$ cat src/rtl/rf_arb_pkg.sv
// Shared types and default widths for the register-file writeback arbiter.
package rf_arb_pkg;

   localparam int unsigned DefAddrWidth   = 5;
   localparam int unsigned DefDataWidth   = 32;
   localparam int unsigned DefStarveLimit = 4;

   typedef enum logic [1:0] {
      StIdle,
      StWait,
      StForce
   } arb_state_e;

endpackage

$ cat src/rtl/rf_scoreboard.sv
// Per-register busy tracking for in-flight multi-cycle results; x0 is never busy.
module rf_scoreboard #(
   parameter int unsigned ADDRESS_WIDTH = 5
) (
   input  logic                     clk,
   input  logic                     rst,
   input  logic                     set_en,
   input  logic [ADDRESS_WIDTH-1:0] set_rd,
   input  logic                     clr_en,
   input  logic [ADDRESS_WIDTH-1:0] clr_rd,
   input  logic [ADDRESS_WIDTH-1:0] q_rs1,
   input  logic [ADDRESS_WIDTH-1:0] q_rs2,
   input  logic [ADDRESS_WIDTH-1:0] q_rd,
   output logic                     hazard
);

   localparam int unsigned NumRegs = 1 << ADDRESS_WIDTH;

   logic [NumRegs-1:0] busy_q, busy_d;

   // Set is applied after clear so a same-cycle issue to the same register wins.
   always_comb begin
      busy_d = busy_q;
      if (clr_en) begin
         busy_d[clr_rd] = 1'b0;
      end
      if (set_en) begin
         busy_d[set_rd] = 1'b1;
      end
      busy_d[0] = 1'b0;
   end

   always_ff @(posedge clk or posedge rst) begin
      if (rst) begin
         busy_q <= '0;
      end else begin
         busy_q <= busy_d;
      end
   end

   assign hazard = busy_q[q_rs1] | busy_q[q_rs2] | busy_q[q_rd];

endmodule

$ cat src/rtl/rf_wb_arbiter.sv
// Arbitrates the register-file write port between pipeline writeback and the MDU.
// Optional anti-starvation (counter, FORCE state, wb_stall) enabled by RF_ARB_STARVE_EN.
module rf_wb_arbiter
   import rf_arb_pkg::*;
#(
   parameter int unsigned ADDRESS_WIDTH = DefAddrWidth,
   parameter int unsigned DATA_WIDTH    = DefDataWidth,
   parameter int unsigned STARVE_LIMIT  = DefStarveLimit
) (
   input  logic                     clk,
   input  logic                     rst,
   input  logic                     wb_we,
   input  logic [ADDRESS_WIDTH-1:0] wb_rd,
   input  logic [DATA_WIDTH-1:0]    wb_data,
   input  logic                     mdu_valid,
   input  logic [ADDRESS_WIDTH-1:0] mdu_rd,
   input  logic [DATA_WIDTH-1:0]    mdu_data,
   output logic                     mdu_ready,
   input  logic                     issue_valid,
   input  logic [ADDRESS_WIDTH-1:0] issue_rd,
   input  logic [ADDRESS_WIDTH-1:0] q_rs1,
   input  logic [ADDRESS_WIDTH-1:0] q_rs2,
   input  logic [ADDRESS_WIDTH-1:0] q_rd,
   output logic                     hazard,
   output logic                     wb_stall,
   output logic                     rf_we,
   output logic [ADDRESS_WIDTH-1:0] rf_a3,
   output logic [DATA_WIDTH-1:0]    rf_wd
);

   arb_state_e state_q, state_d;

   logic                     wb_req;
   logic                     wb_grant;
   logic                     mdu_xfer;
   logic                     force_now;
   logic                     rf_we_q;
   logic [ADDRESS_WIDTH-1:0] rf_a3_q;
   logic [DATA_WIDTH-1:0]    rf_wd_q;

   assign wb_req = wb_we & (|wb_rd);

`ifdef RF_ARB_STARVE_EN
   localparam int unsigned CntWidth = (STARVE_LIMIT < 1) ? 1 : $clog2(STARVE_LIMIT + 1);

   logic [CntWidth-1:0] cnt_q, cnt_d;
   logic                cnt_sat;

   assign force_now = (state_q == StForce);
   assign cnt_sat   = (cnt_q == CntWidth'(STARVE_LIMIT));

   // Counts consecutive refused cycles; any cycle not waiting restarts the count.
   always_comb begin
      cnt_d = '0;
      if (mdu_valid && !mdu_ready) begin
         cnt_d = cnt_sat ? cnt_q : cnt_q + 1'b1;
      end
   end

   always_ff @(posedge clk or posedge rst) begin
      if (rst) begin
         cnt_q <= '0;
      end else begin
         cnt_q <= cnt_d;
      end
   end
`else
   assign force_now = 1'b0;
`endif

   // In FORCE the pipeline holds its writeback, so wb_we is ignored that cycle.
   assign wb_stall  = force_now;
   assign mdu_ready = mdu_valid & (~wb_req | force_now);
   assign mdu_xfer  = mdu_valid & mdu_ready;
   assign wb_grant  = wb_req & ~force_now;

   always_comb begin
      state_d = state_q;
      unique case (state_q)
         StIdle: begin
            if (mdu_valid && !mdu_ready) begin
               state_d = StWait;
            end
         end
         StWait: begin
            if (mdu_xfer) begin
               state_d = StIdle;
`ifdef RF_ARB_STARVE_EN
            end else if (cnt_sat) begin
               state_d = StForce;
`endif
            end
         end
         StForce: state_d = StIdle;
         default: state_d = StIdle;
      endcase
   end

   always_ff @(posedge clk or posedge rst) begin
      if (rst) begin
         state_q <= StIdle;
      end else begin
         state_q <= state_d;
      end
   end

   // MDU results targeting x0 complete the handshake without a write.
   always_ff @(posedge clk or posedge rst) begin
      if (rst) begin
         rf_we_q <= 1'b0;
         rf_a3_q <= '0;
         rf_wd_q <= '0;
      end else begin
         rf_we_q <= wb_grant | (mdu_xfer & (|mdu_rd));
         if (wb_grant) begin
            rf_a3_q <= wb_rd;
            rf_wd_q <= wb_data;
         end else if (mdu_xfer) begin
            rf_a3_q <= mdu_rd;
            rf_wd_q <= mdu_data;
         end
      end
   end

   assign rf_we = rf_we_q;
   assign rf_a3 = rf_a3_q;
   assign rf_wd = rf_wd_q;

   rf_scoreboard #(
      .ADDRESS_WIDTH(ADDRESS_WIDTH)
   ) u_scoreboard (
      .clk   (clk),
      .rst   (rst),
      .set_en(issue_valid),
      .set_rd(issue_rd),
      .clr_en(mdu_xfer),
      .clr_rd(mdu_rd),
      .q_rs1 (q_rs1),
      .q_rs2 (q_rs2),
      .q_rd  (q_rd),
      .hazard(hazard)
   );

endmodule

$ cat config.mk
export PLATFORM = sky130hd
export DESIGN_NAME = rf_wb_arbiter
export DESIGN_NICKNAME = d
export VERILOG_FILES = /design/src/rtl/rf_arb_pkg.sv /design/src/rtl/rf_scoreboard.sv /design/src/rtl/rf_wb_arbiter.sv
export SDC_FILE = /design/constraint.sdc
export NUM_CORES = 1
export LEC_CHECK = 0
export ABC_AREA = 1
export ABC_CLOCK_PERIOD_IN_PS = 2040
export CAP_MARGIN = 20
export CORE_MARGIN = 3
export CORE_UTILIZATION = 43
export CTS_BUF_LIST = sky130_fd_sc_hd__clkbuf_4
export CTS_CLUSTER_DIAMETER = 60
export DETAILED_ROUTE_END_ITERATION = 7
export PLACE_DENSITY_LB_ADDON = 0.15
export SLEW_MARGIN = 0
export SYNTH_ARGS = -nofsm -noshare
export SYNTH_HDL_FRONTEND = slang
export SYNTH_SLANG_ARGS = --single-unit
$ cat constraint.sdc
create_clock -name clk -period 2.04 [get_ports clk]
set_input_delay 0.408 -clock clk [delete_from_list [all_inputs] [get_ports clk]]
set_output_delay 0.408 -clock clk [all_outputs]
set_load 0.05 [all_outputs]
==> flow_summary.ini <==
[status]
outcome = finished, violations left
violations = negative setup slack

[routing]
drc = 0
via_per_inst = 5.26
finalWirelength_um = 13700
vias = 4529
drtIter0Drc = 230
postRouteAntennaNets = 0
wl_per_cell_um = 15.9
drt_pass1_iterations = 6

[power]
p_leak_uw = 0.00301
p_per_area_nw_per_um2 = 704
peakVddDrop_mv = 0.500

[worst_setup_path]
cp_common_cell = nand3_1
crit_path_max_incr_delay_ps = 450
slowest_stage = dfrtp_1
path_class = flop to primary output
path_cells = inv_1 > nand2_1 > nand3_1 > nand3_1 > nand3_1 > nand3_1 > nand2_1 > nand3_2 > buf_12
crit_path_max_fanout = 3
worstPathRequired_ps = 1630
cp-end-kind = primary output
cp-start-kind = flop
arrival_ps = 1670

[sta]
fin_crit_sh_pct = 102
fin_ws_ps = -42.0
fin_crit_ps = 2080
worstMarginPinSlew_ps = 599
fmax_mhz = 480
rsz0062_at_grt = true
setup_violations = 1
final_max_slew_viol_count = 0
slew_headroom_pct = 60.0
hold_viol = 0
finalClockSkew_ps = 0

[finish]
area_delta_synth_final_pct = 45.6
drive_above_1_share_pct = 9.39
antenna_cells = 0
fill_cells = 759
final_net_count = 829
fin_area_sq_um = 5950
utilization_pct = 66.3

[run]
cap_violations = 0

[logic_synthesis]
synth_top_area_share_pct = 42.2
syn_avg_cell_area_sq_um = 6.99
yosysWarnings = 0
synth_cell_types = 25
synthesis.nets = 684
synth_seq_area_share_pct = 42.2
synth.cell_area_sq_um = 4090
synthTopCellsByArea = dfrtp_1 42%, nand2_1 20%, nand3_1 15%
yosysTopAreaCell = dfrtp_1
synth_cells = 585
ys_seq_elements = 69

[cts]
cts.clk_slew.worst_paths_ps = 130
clockBufferDepth = 2
cts_sinks = 69
root_buffer = clkbuf_4
cts_tree = built
clkLatencyLatePin_ps = 400
cts_inserted_buffers = 9
htree_levels = 3

[floorplan]
die_x_um = 104
io_pins = 140
die_h_um = 104
row_count = 34
start_util_pct = 45.6
design.die.area_sq_um = 10700
core_sq_um = 8980

[placed_design]
gp_congestion = 0.917
placed_cell_area_sq_um = 5680
io_buffer_count = 138
post-dp-hpwl_um = 10500

[grt]
antenna_found_initial = 0
grtUsageMet2_pct = 40.7
grt_pass1_vias = 4472
use_met1_pct = 34.0
grt_usage_pct = 25.3
overflow = 0
top_usage_layer = met2
grt_max_degree = 36
grt_pass1_wl_um = 22300
use_met3_pct = 4.73

[worst_hold_path]
hold_class = input port to asynchronous set/reset pin
## cell type report
| cell class | instances | area [sq um] | share of cell area, % |
|---|---|---|---|
| multi-input cells | 439 | 2010 | 33.8 |
| flip-flops and latches | 69 | 1730 | 29.1 |
| repair buffers | 156 | 1690 | 28.3 |
| inverters | 55 | 228 | 3.83 |
| well taps | 126 | 158 | 2.65 |
| clock buffers | 11 | 82.6 | 1.39 |
| clock inverters | 5 | 51.3 | 0.862 |
## synthesized netlist by cell type
master,n
inv_1,50
nor2_8,1
nand2_2,1
a21oi_1,1
buf_2,12
dfrtp_1,69
nand2_1,217
nand2_4,3
buf_4,5
o21ai_1,43
nor3_2,1
nand3_4,1
o211ai_1,4
conb_1,1
o221ai_1,1
inv_2,4
nand2_8,1
buf_6,5
nand3b_1,2
a31oi_1,1
clkinv_4,1
o21ai_0,21
nor3_1,8
nand3_1,120
nor2_1,12
## metrics by stage
step                      hold WS [ps]  setup TNS, ps  std cells  power (uW)  setup slack (ps)
after floorplan                    457              0        585        2640               117
after CTS                          346          -36.2        858        4170             -36.2
after global placement             471           -312        841        3260              -312
final                              343          -42.0        861        4190             -42.0
after global routing               348           -142        861        4450              -142
after detailed placement           472           -352        841        3280              -352
## metal layers
layer  up-vias  part of all wire, %
met5         -                    0
met4         0                  2.8
met3        33                  7.2
met2       183                   48
met1      2115                   42
li1       2198                    -
## state kept, by name, indices dropped and copies added (netlist names)
signal	count
rf_wd	32
u_scoreboard.busy_q	31
rf_we	1
rf_a3	5
## path summary, 6_finish.rpt
check	depth (start not counted)	start	to	slack (ps)
setup / recovery	9	u_scoreboard.busy_q[4]	hazard	-40
hold / removal	2	rst	rf_wd[22]	340
setup reg to reg	3	u_scoreboard.busy_q[17]	u_scoreboard.busy_q[17]	1190
hold reg to reg	2	rf_a3[0]	rf_a3[0]	490
max in group asynchronous	3	rst	u_scoreboard.busy_q[31]	1190
min in group clk	2	rf_a3[0]	rf_a3[0]	490
## logic make-up after synthesis
kind of cell / synth area share, %
simple gates: 39.7
buf+inv: 8.94
compound gates: 9.06
flops: 42.2
other cells: 0.0917
## cell usage in the layout, fill, tap and decap left out
cell             count
nand2_1            216
nand3_1            118
clkdlybuf4s50_1     96
dfrtp_1             63
o21ai_1             43
inv_1               40
dlymetal6s2s_1      29
o21ai_0             21
inv_2               11
clkbuf_4            11
dlygate4sd2_1       11
nor2_1              10
nor3_1               8
buf_12               8
buf_4                8
dfrtp_2              6
o211ai_1             4
buf_6                4
nand2_4              3
nand3b_1             2
nand2_2              2
nor2_2               2
nand3_2              2
inv_4                2
clkinvlp_4           2
clkinv_2             2
nand2_8              1
clkinv_8             1
nor3_2               1
nor2_8               1
nand3_4              1
a31oi_1              1
o221ai_1             1
a21oi_1              1
conb_1               1
clkinv_1             1
bufinv_16            1
## worst max-delay path, delay by kind of cell (launching register included)
kind | cells | cell delay (ps)
buf+inv | 2 | 260
flops | 1 | 450
simple gates | 7 | 560
## repair_timing
action / in CTS / in global routing
setup endpoints to repair: 5 / 31
setup buffers: 1 / 3
gates cloned: 0 / 0
endpoints found under the hold margin: 0 / 0
pin swaps: 2 / 3
hold buffers: 0 / 0
gates resized for setup: 28 / 40
## power by group
part | switching, uW | internal [uW]
clock network | 492 | 394
logic | 867 | 600
registers | 244 | 1590
total | 1600 | 2590
(Power assumes the default switching activity.)
